**src/rtl/bitcoin_pkg.sv**
```systemverilog
// Shared types and constants for the bitcoin job controller.
// Latency: n/a (package only).
// Backpressure: n/a (package only).
package bitcoin_pkg;

  typedef enum logic [1:0] {
    LOAD  = 2'd0,
    START = 2'd1,
    WAIT  = 2'd2,
    SEND  = 2'd3
  } job_state_t;

  localparam int HDR_WORDS = 20;
  localparam int RES_WORDS = 9;

  // Header word index of the first word of each field.
  localparam int W_VERSION = 0;
  localparam int W_PREV    = 1;
  localparam int W_MERKLE  = 9;
  localparam int W_TIME    = 17;
  localparam int W_NBITS   = 18;
  localparam int W_NONCE   = 19;

endpackage

```
**src/rtl/bitcoin_job_ctrl.sv**
```systemverilog
// Purpose: unpack a 20-word header into bitcoin_block fields, run one job, stream 9 result words back.
// Latency: start one cycle after w19 is accepted; first result word one cycle after the done edge.
// Backpressure: s_ready low outside LOAD; result words hold on m_data until m_ready accepts them.
//
// Ports:
//   clk, reset                         clock, synchronous active-high reset
//   s_data/s_valid/s_last/s_ready      header word stream in (20 words, s_last on w19)
//   start                              one-cycle pulse to bitcoin_block
//   blk_version .. blk_nonce           header field buses, stable while the job runs
//   bitcoin_blk/nonce/done             result and completion from bitcoin_block
//   m_data/m_valid/m_last/m_ready      result word stream out (hash r0..r7, nonce r8)
//   hdr_err, timeout                   one-cycle error pulses
module bitcoin_job_ctrl
  import bitcoin_pkg::*;
#(
  parameter int unsigned TIMEOUT_CYCLES = 0
) (
  input  logic         clk,
  input  logic         reset,
  input  logic [31:0]  s_data,
  input  logic         s_valid,
  input  logic         s_last,
  output logic         s_ready,
  output logic         start,
  output logic [31:0]  blk_version,
  output logic [255:0] prev_blk_header_hash,
  output logic [255:0] merkle_root_hash,
  output logic [31:0]  blk_time,
  output logic [31:0]  blk_nbits,
  output logic [31:0]  blk_nonce,
  input  logic [255:0] bitcoin_blk,
  input  logic [31:0]  bitcoin_nonce,
  input  logic         bitcoin_done,
  output logic [31:0]  m_data,
  output logic         m_valid,
  output logic         m_last,
  input  logic         m_ready,
  output logic         hdr_err,
  output logic         timeout
);

  localparam logic [4:0]  LAST_W   = 5'(HDR_WORDS - 1);
  localparam logic [3:0]  LAST_R   = 4'(RES_WORDS - 1);
  // Counter value on which the timeout fires; unused when TIMEOUT_CYCLES is 0.
  localparam logic [31:0] TO_LAST  = 32'(TIMEOUT_CYCLES - 1);

  job_state_t   state;
  logic [4:0]   wcnt;
  logic [3:0]   ridx;
  logic [31:0]  wait_cnt;
  logic         done_q;
  logic [255:0] res_hash;
  logic [31:0]  res_nonce;
  logic [31:0]  nxt_word;

  // Result word idx: 0..7 are hash words MSB first, anything else is the nonce.
  function automatic logic [31:0] res_word(input logic [255:0] h, input logic [31:0] n,
                                           input logic [3:0] idx);
    logic [31:0] w;
    w = n;
    for (int i = 0; i < 8; i++) begin
      if (idx == 4'(i)) w = h[255 - 32*i -: 32];
    end
    return w;
  endfunction

  // Word that m_data moves to after the current one is accepted.
  always_comb begin
    nxt_word = res_word(res_hash, res_nonce, ridx + 4'd1);
  end

  always_ff @(posedge clk) begin
    if (reset) begin
      state                <= LOAD;
      wcnt                 <= '0;
      ridx                 <= '0;
      wait_cnt             <= '0;
      done_q               <= 1'b0;
      res_hash             <= '0;
      res_nonce            <= '0;
      s_ready              <= 1'b0;
      start                <= 1'b0;
      m_valid              <= 1'b0;
      m_last               <= 1'b0;
      m_data               <= '0;
      hdr_err              <= 1'b0;
      timeout              <= 1'b0;
      blk_version          <= '0;
      prev_blk_header_hash <= '0;
      merkle_root_hash     <= '0;
      blk_time             <= '0;
      blk_nbits            <= '0;
      blk_nonce            <= '0;
    end else begin
      start   <= 1'b0;
      hdr_err <= 1'b0;
      timeout <= 1'b0;

      // Forcing the previous value high on the way into WAIT means a done
      // level left over from the last job must drop and rise again.
      if (state == START) done_q <= 1'b1;
      else                done_q <= bitcoin_done;

      case (state)
        LOAD: begin
          s_ready <= 1'b1;
          if (s_valid && s_ready) begin
            if (wcnt == 5'(W_VERSION)) blk_version <= s_data;
            for (int i = 0; i < 8; i++) begin
              if (wcnt == 5'(W_PREV + i))   prev_blk_header_hash[255 - 32*i -: 32] <= s_data;
              if (wcnt == 5'(W_MERKLE + i)) merkle_root_hash[255 - 32*i -: 32]     <= s_data;
            end
            if (wcnt == 5'(W_TIME))  blk_time  <= s_data;
            if (wcnt == 5'(W_NBITS)) blk_nbits <= s_data;
            if (wcnt == 5'(W_NONCE)) blk_nonce <= s_data;

            // s_last must coincide exactly with the final word.
            if (s_last != (wcnt == LAST_W)) begin
              hdr_err <= 1'b1;
              wcnt    <= '0;
            end else if (s_last) begin
              wcnt    <= '0;
              start   <= 1'b1;
              s_ready <= 1'b0;
              state   <= START;
            end else begin
              wcnt <= wcnt + 5'd1;
            end
          end
        end

        START: begin
          wait_cnt <= '0;
          state    <= WAIT;
        end

        WAIT: begin
          if (bitcoin_done && !done_q) begin
            res_hash  <= bitcoin_blk;
            res_nonce <= bitcoin_nonce;
            ridx      <= '0;
            m_data    <= bitcoin_blk[255:224];
            m_last    <= 1'b0;
            m_valid   <= 1'b1;
            state     <= SEND;
          end else if (TIMEOUT_CYCLES != 0 && wait_cnt == TO_LAST) begin
            timeout <= 1'b1;
            s_ready <= 1'b1;
            state   <= LOAD;
          end else begin
            wait_cnt <= wait_cnt + 32'd1;
          end
        end

        SEND: begin
          if (m_ready) begin
            if (ridx == LAST_R) begin
              m_valid <= 1'b0;
              m_last  <= 1'b0;
              s_ready <= 1'b1;
              state   <= LOAD;
            end else begin
              ridx   <= ridx + 4'd1;
              m_data <= nxt_word;
              m_last <= ((ridx + 4'd1) == LAST_R);
            end
          end
        end

        default: state <= LOAD;
      endcase
    end
  end

endmodule

```
**config.mk**
```make
export PLATFORM = sky130hd
export DESIGN_NAME = bitcoin_job_ctrl
export DESIGN_NICKNAME = d
export VERILOG_FILES = /design/src/rtl/bitcoin_pkg.sv /design/src/rtl/bitcoin_job_ctrl.sv
export SDC_FILE = /design/constraint.sdc
export NUM_CORES = 2
export LEC_CHECK = 0
export BUFFER_PORTS_ARGS = -buffer_cell sky130_fd_sc_hd__clkbuf_2
export CELL_PAD_IN_SITES_DETAIL_PLACEMENT = 1
export CELL_PAD_IN_SITES_GLOBAL_PLACEMENT = 1
export CORE_AREA = 2 2 394 396
export CTS_CLUSTER_DIAMETER = 100
export DETAILED_ROUTE_END_ITERATION = 16
export DIE_AREA = 0 0 396 398
export GPL_TIMING_DRIVEN = 0
export HOLD_SLACK_MARGIN = 0.1
export PLACE_DENSITY = 0.59
export SETUP_SLACK_MARGIN = 0.2
export SYNTH_ARGS = -nofsm -noshare
export SYNTH_HDL_FRONTEND = slang
export SYNTH_SLANG_ARGS = --single-unit
```
**constraint.sdc**
```tcl
create_clock -name clk -period 2.75 [get_ports clk]
set_input_delay 0.275 -clock clk [delete_from_list [all_inputs] [get_ports clk]]
set_output_delay 0.275 -clock clk [all_outputs]
set_load 0.05 [all_outputs]
```
[Yosys cells after proc, flatten, opt, wreduce, memory -nomap -nowiden]
Cells that the tools add are included.
Storage, ports and cells
  register bits after elaboration: 977
  bits of input ports: 326
  output and inout port bits: 678
  word-level logic and storage cells: 154
Cells by class
  add/sub/neg operators: 2
  eq/ne operators: 39
  muxes and demuxes: 42
  bitwise gates (word level): 2
  reductions and logical operators: 37
Operators with widths (count)
  $mux 32: 11
  $reduce_and 3->1: 22
  $pmux 32 s2: 1
  $eq 5x4->1 const B: 8
  $eq 5x3->1 const B: 4
  $eq 5x5->1 const B: 4
  $eq 4x3->1 const B: 4
  $mux 1: 14
  $ne 2x2->1 const B: 7
  $mux 2: 6
  $mux 4: 3
  $eq 5x2->1 const B: 2
  $mux 5: 2
  $eq 4x2->1 const B: 2
  $eq 4x4->1 const B: 2
  $pmux 2 s4: 1
  $pmux 4 s2: 1
  $reduce_and 4->1: 2
  $pmux 1 s2: 3
  $reduce_and 6->1: 1
  $add 5x1->5 const B: 1
  $eq 5x1->1 const B: 1
  $logic_not 5->1: 1
  $add 4x1->4 const B: 1
  13 further kinds: 18

[Depth between registers and ports, before layout]
  word-level depth: 13
  gate-level depth with buffers: 11
  depth with buffers taken out: 8

[Least setup slack after synthesis]
No wires, ideal clock.
  path kind: register -> register
  start: reg ridx[1]
  end: reg m_data[4]
  library setup time: 0.120 ns
  data arrival time: 2.051 ns
  required time: 2.630 ns
  slack: 0.579 ns
  stages on the path, launching flop included: 11
  buffers on the path: 3
  period minus slack after synthesis: 2.171 ns
  path through: dfxtp_1 > buf_2 > inv_1 > ha_1 > clkbuf_1 > inv_1 > nor2_1 > a21o_1 > buf_2 > a221o_1 > a211o_1
Between the ends
  cells in the longest elaborated chain, start to end: 13
  elaborated cells on any way between the ends: 23
  those cells by class: add/sub: 1; eq/ne: 9; mux: 11; reduce/logical: 2
RTL lines
  from (decl): line bitcoin_job_ctrl.sv:49  | logic [3:0] ridx;
  from (signal assigned): line bitcoin_job_ctrl.sv:163  | ridx <= ridx + 4'd1;
  $add 4x1->4: line bitcoin_job_ctrl.sv:69  | nxt_word = res_word(res_hash, res_nonce, ridx + 4'd1);
  $logic_not 4->1: line bitcoin_job_ctrl.sv:62  | if (idx == 4'(i)) w = h[255 - 32*i -: 32];
  $mux 32 (8 in a row): line bitcoin_job_ctrl.sv:62
  $mux 32: line bitcoin_job_ctrl.sv:157  | if (ridx == LAST_R) begin
  $mux 32: line bitcoin_job_ctrl.sv:156  | if (m_ready) begin
  $pmux 32 s2: line bitcoin_job_ctrl.sv:104  | case (state)
  to (signal assigned): line bitcoin_job_ctrl.sv:142  | m_data <= bitcoin_blk[255:224];
  to (signal assigned): line bitcoin_job_ctrl.sv:164  | m_data <= nxt_word;
  to (decl): line bitcoin_job_ctrl.sv:34  | output logic [31:0] m_data,
Several ways; a longest one is shown, not always the timed one. The select of a mux whose other input is x is not followed.
A chain may end at the register's enable or synchronous reset.

[Worst setup path in the final report]
  start: reg ridx[0]
  end: reg m_data[30]
The elaborated chain is that of the path after synthesis.

==> results.py <==
metrics = {
    "run_status": {
        "status": "complete, but fails checks",
        "violations": "negative hold slack",
    },
    "setup_path": {
        "timing.rr.end": "m_data[30]",
        "critPathMaxFanout": 10,
        "r2r_slack_ns": 0.25,
        "critPathKind": "reg -> reg",
        "reg2reg_from": "ridx[0]",
        "start_kind": "flip-flop",
        "worstRegToRegCells": 9,
        "crit_path_end_kind": "flip-flop",
        "cp_data_arrival_time_ns": 3.08,
        "worstPathRequired_ns": 3.33,
    },
    "pwr": {
        "cellPowerDensity_nw_per_um2": 644,
        "p_leak_uw": 0.0203,
        "ir_drop_uv": 550,
        "p_seq_share_pct": 42.6,
        "power.internal_uw": 25000,
        "swShare_pct": 27.7,
        "p_sw_uw": 9580,
        "clkPwrFrac_pct": 47.1,
        "combPwrFrac_pct": 10.3,
    },
    "logic_synthesis": {
        "seq_area_frac_synth_pct": 52.4,
        "synth.most_common_cell": "nand2_1",
        "synth_seq_cells": 977,
        "ys.flop_type": "dfxtp_1",
        "yosys_warnings": 0,
        "synth_top_area_share_pct": 52.4,
        "synth-edff-count": 0,
        "synth_cells": 4922,
        "ys_types": 69,
        "synth_nets": 5262,
        "yosys.area.top_type": "dfxtp_1",
        "ys_top_cells_by_area": "dfxtp_1 52%, nand2_1 20%, a21oi_1 13%, clkbuf_1 3.8%, nor2_1 0.92%",
        "syn_area_um2": 37300,
        "synth_common_cells": "1,971 x nand2_1, 977 x dfxtp_1, 971 x a21oi_1",
        "synthArstFlopShare_pct": 0,
        "syn_avg_cell_area_um2": 7.59,
    },
    "finish": {
        "fin_area_um2": 53700,
        "syn2layout_area_growth_pct": 43.8,
        "fin_nets": 6694,
        "fin_cells": 8506,
        "drive_above_1_share_pct": 24.3,
    },
    "placement": {
        "dp_hpwl_mm": 180,
        "place.gp.congestion": 0.930,
        "placedCellCount": 7938,
        "placed_area_um2": 44800,
        "dpl_worst_slack_ns": -1.56,
        "portBuffers": 970,
    },
    "drt": {
        "viasPerCell": 4.90,
        "drc": 0,
        "first_pass_iters": 5,
        "final_antenna_net_count": 0,
        "drtIter0Drc": 2576,
        "detail_route.wirelength_mm": 233,
        "num_vias": 41700,
        "wl_per_cell_um": 27.4,
    },
    "sta": {
        "hold-worst-slack_ns": -0.101,
        "slew_violations": 0,
        "fin_skew_ns": 0.0682,
        "rsz0062_at_grt": "yes",
        "fin_setup_tns_ns": 0,
        "worst_pin_slew_ns": 1.42,
        "hold_violations": 1,
        "fmax_mhz": 400,
        "finalCritPeriodShare_pct": 91.0,
        "max_slew_margin_pct": 5.52,
        "fin_crit_ns": 2.50,
        "setup_viol": 0,
        "finalWorstSetupSlack_ns": 0.248,
    },
    "grt": {
        "antenna_found_initial": 28,
        "grt_pass1_wl_mm": 320,
        "grt_max_degree": 18,
        "grt.overflow.total": 0,
        "grt_pass1_vias": 42000,
        "grt.total_usage_pct": 28.4,
    },
    "clock_tree": {
        "cts_tree": "built",
        "cts_sinks": 977,
        "cts_root_buf": "clkbuf_16",
        "path_clk_slew_ns": 0.06,
        "cts_hold_buf": 303,
        "clk-insertion-delay-late_ns": 0.75,
        "cts_buffer_depth": 3,
        "cts_buffers": 116,
        "h-tree-depth": 3,
    },
    "worst_hold_path": {
        "hold_start": "s_last",
        "hold_path_class": "in -> reg",
        "hold_end": "start",
        "holdPathStages": 3,
    },
    "die": {
        "start_util_pct": 24.4,
        "io_pins": 1004,
        "die_area_um2": 158000,
        "die_w_um": 396,
        "std_cell_rows": 144,
        "core_area_um2": 153000,
        "dieHeight_um": 398,
    },
    "job": {
        "max-cap-violations": 0,
    },
}
==> kinds of logic (layout without fill, tap and decap cells) <==
group | after synthesis | count (layout) | synth area share (%)
buf+inv | 468 | 1995 | 5.00
compound gates | 1253 | 1253 | 19.1
flops | 977 | 977 | 52.4
simple gates | 2205 | 2205 | 23.0
mux | 4 | 4 | 0.117
fa+ha+maj | 14 | 14 | 0.469
other cells | 1 | 14 | 0.0100
==> critical path, cell delays in order (launching register included) <==
cell,delay [ns]
dfxtp_2,0.35
buf_6,0.14
inv_1,0.12
ha_4,0.22
buf_4,0.26
clkbuf_8,0.28
a221oi_1,0.13
a211oi_2,0.52
a311o_1,0.19
o22ai_1,0.07
==> cell type report <==
class | instances | area, µm²
Clock buffer | 165 | 3300
Buffer | 435 | 2180
Antenna cell | 13 | 32.5
Sequential cell | 977 | 19600
Tap cell | 2044 | 2560
Inverter | 31 | 121
Multi-Input combinational cell | 3477 | 16900
Clock inverter | 48 | 681
Fill cell | 18800 | 99700
Timing Repair Buffer | 1316 | 8300
==> cells in the final DEF, fill, tap and decap left out, drive strengths merged, types with 3 or more instances in the layout <==
| master | Yosys | layout |
|---|---|---|
| a211o | 6 | 6 |
| a211oi | 24 | 24 |
| a21boi | 7 | 7 |
| a21o | 6 | 6 |
| a21oi | 976 | 976 |
| a221o | 15 | 15 |
| a221oi | 40 | 40 |
| a22oi | 17 | 17 |
| a311o | 15 | 15 |
| a31oi | 3 | 3 |
| a32oi | 8 | 8 |
| and2 | 6 | 6 |
| and3 | 19 | 19 |
| buf | 63 | 115 |
| bufinv | 0 | 12 |
| clkbuf | 374 | 1498 |
| clkinv | 1 | 27 |
| clkinvlp | 0 | 7 |
| dfxtp | 977 | 977 |
| diode | 0 | 13 |
| dlygate4sd3 | 0 | 303 |
| ha | 14 | 14 |
| inv | 30 | 33 |
| mux2 | 3 | 3 |
| nand2 | 1972 | 1972 |
| nand2b | 4 | 4 |
| nand3 | 49 | 49 |
| nand3b | 4 | 4 |
| nor2 | 92 | 92 |
| nor2b | 7 | 7 |
| nor3 | 21 | 21 |
| nor4 | 3 | 3 |
| o211ai | 25 | 25 |
| o21a | 15 | 15 |
| o21ai | 31 | 31 |
| o22ai | 46 | 46 |
| o31a | 3 | 3 |
| o31ai | 3 | 3 |
| or3 | 18 | 18 |
==> flip-flops by register name (all words and copies together), names as in the netlist <==
name / cells
wcnt: 5
merkle_root_hash: 256
blk_nonce: 32
res_hash: 256
res_nonce: 32
ridx: 4
start: 1
blk_version: 32
blk_nbits: 32
done_q: 1
m_data: 32
m_valid: 1
s_ready: 1
prev_blk_header_hash: 256
state: 2
m_last: 1
blk_time: 32
hdr_err: 1
==> routing by layer <==
layer / vias up / GRT usage [%] / routed length [µm]
li1: 19100 / - / -
met3: 457 / 6.68 / 15300
met5: - / 0 / 124
met1: 20500 / 33.5 / 94000
met4: 18 / 14.6 / 13300
met2: 1506 / 48.0 / 110000
==> power by group through the flow <==
stage               Combinational (µW)  Clock [µW]  Sequential [µW]
floorplan                         1130           0            15400
global placement                  2990           0            15000
detailed placement                3020           0            15000
CTS                               3480       16500            14700
global route                      3760       17100            14700
finish                            3560       16300            14700
==> stage by stage <==
step           power, µW  utilization, %
2_1_floorplan      16500               -
3_3_place_gp       18000            29.2
3_5_place_dp       18000            29.2
4_1_cts            34700            34.5
5_1_grt            35600            35.0
6_report           34600            35.0
==> worst max path at each step <==
stage / to / from / depth (start not counted) / slack [ns]
2_1_floorplan: m_data[4] / ridx[1] / 10 / 0.58
3_3_place_gp: merkle_root_hash[90] / reset / 7 / -1.51
3_5_place_dp: merkle_root_hash[94] / reset / 7 / -1.56
4_1_cts: state[0] / wcnt[0] / 7 / 0.12
5_1_grt: merkle_root_hash[93] / state[0] / 11 / 0.17
6_report: m_data[30] / ridx[0] / 9 / 0.25
==> repair_timing <==
action                     CTS  global route
gates cloned                 0             0
setup endpoints to repair  899           737
buffers inserted            23            18
pin swaps                   20            31
hold endpoints to repair   401             6
resized for setup          277           211
No activity file was read; power rests on OpenSTA's default activity.
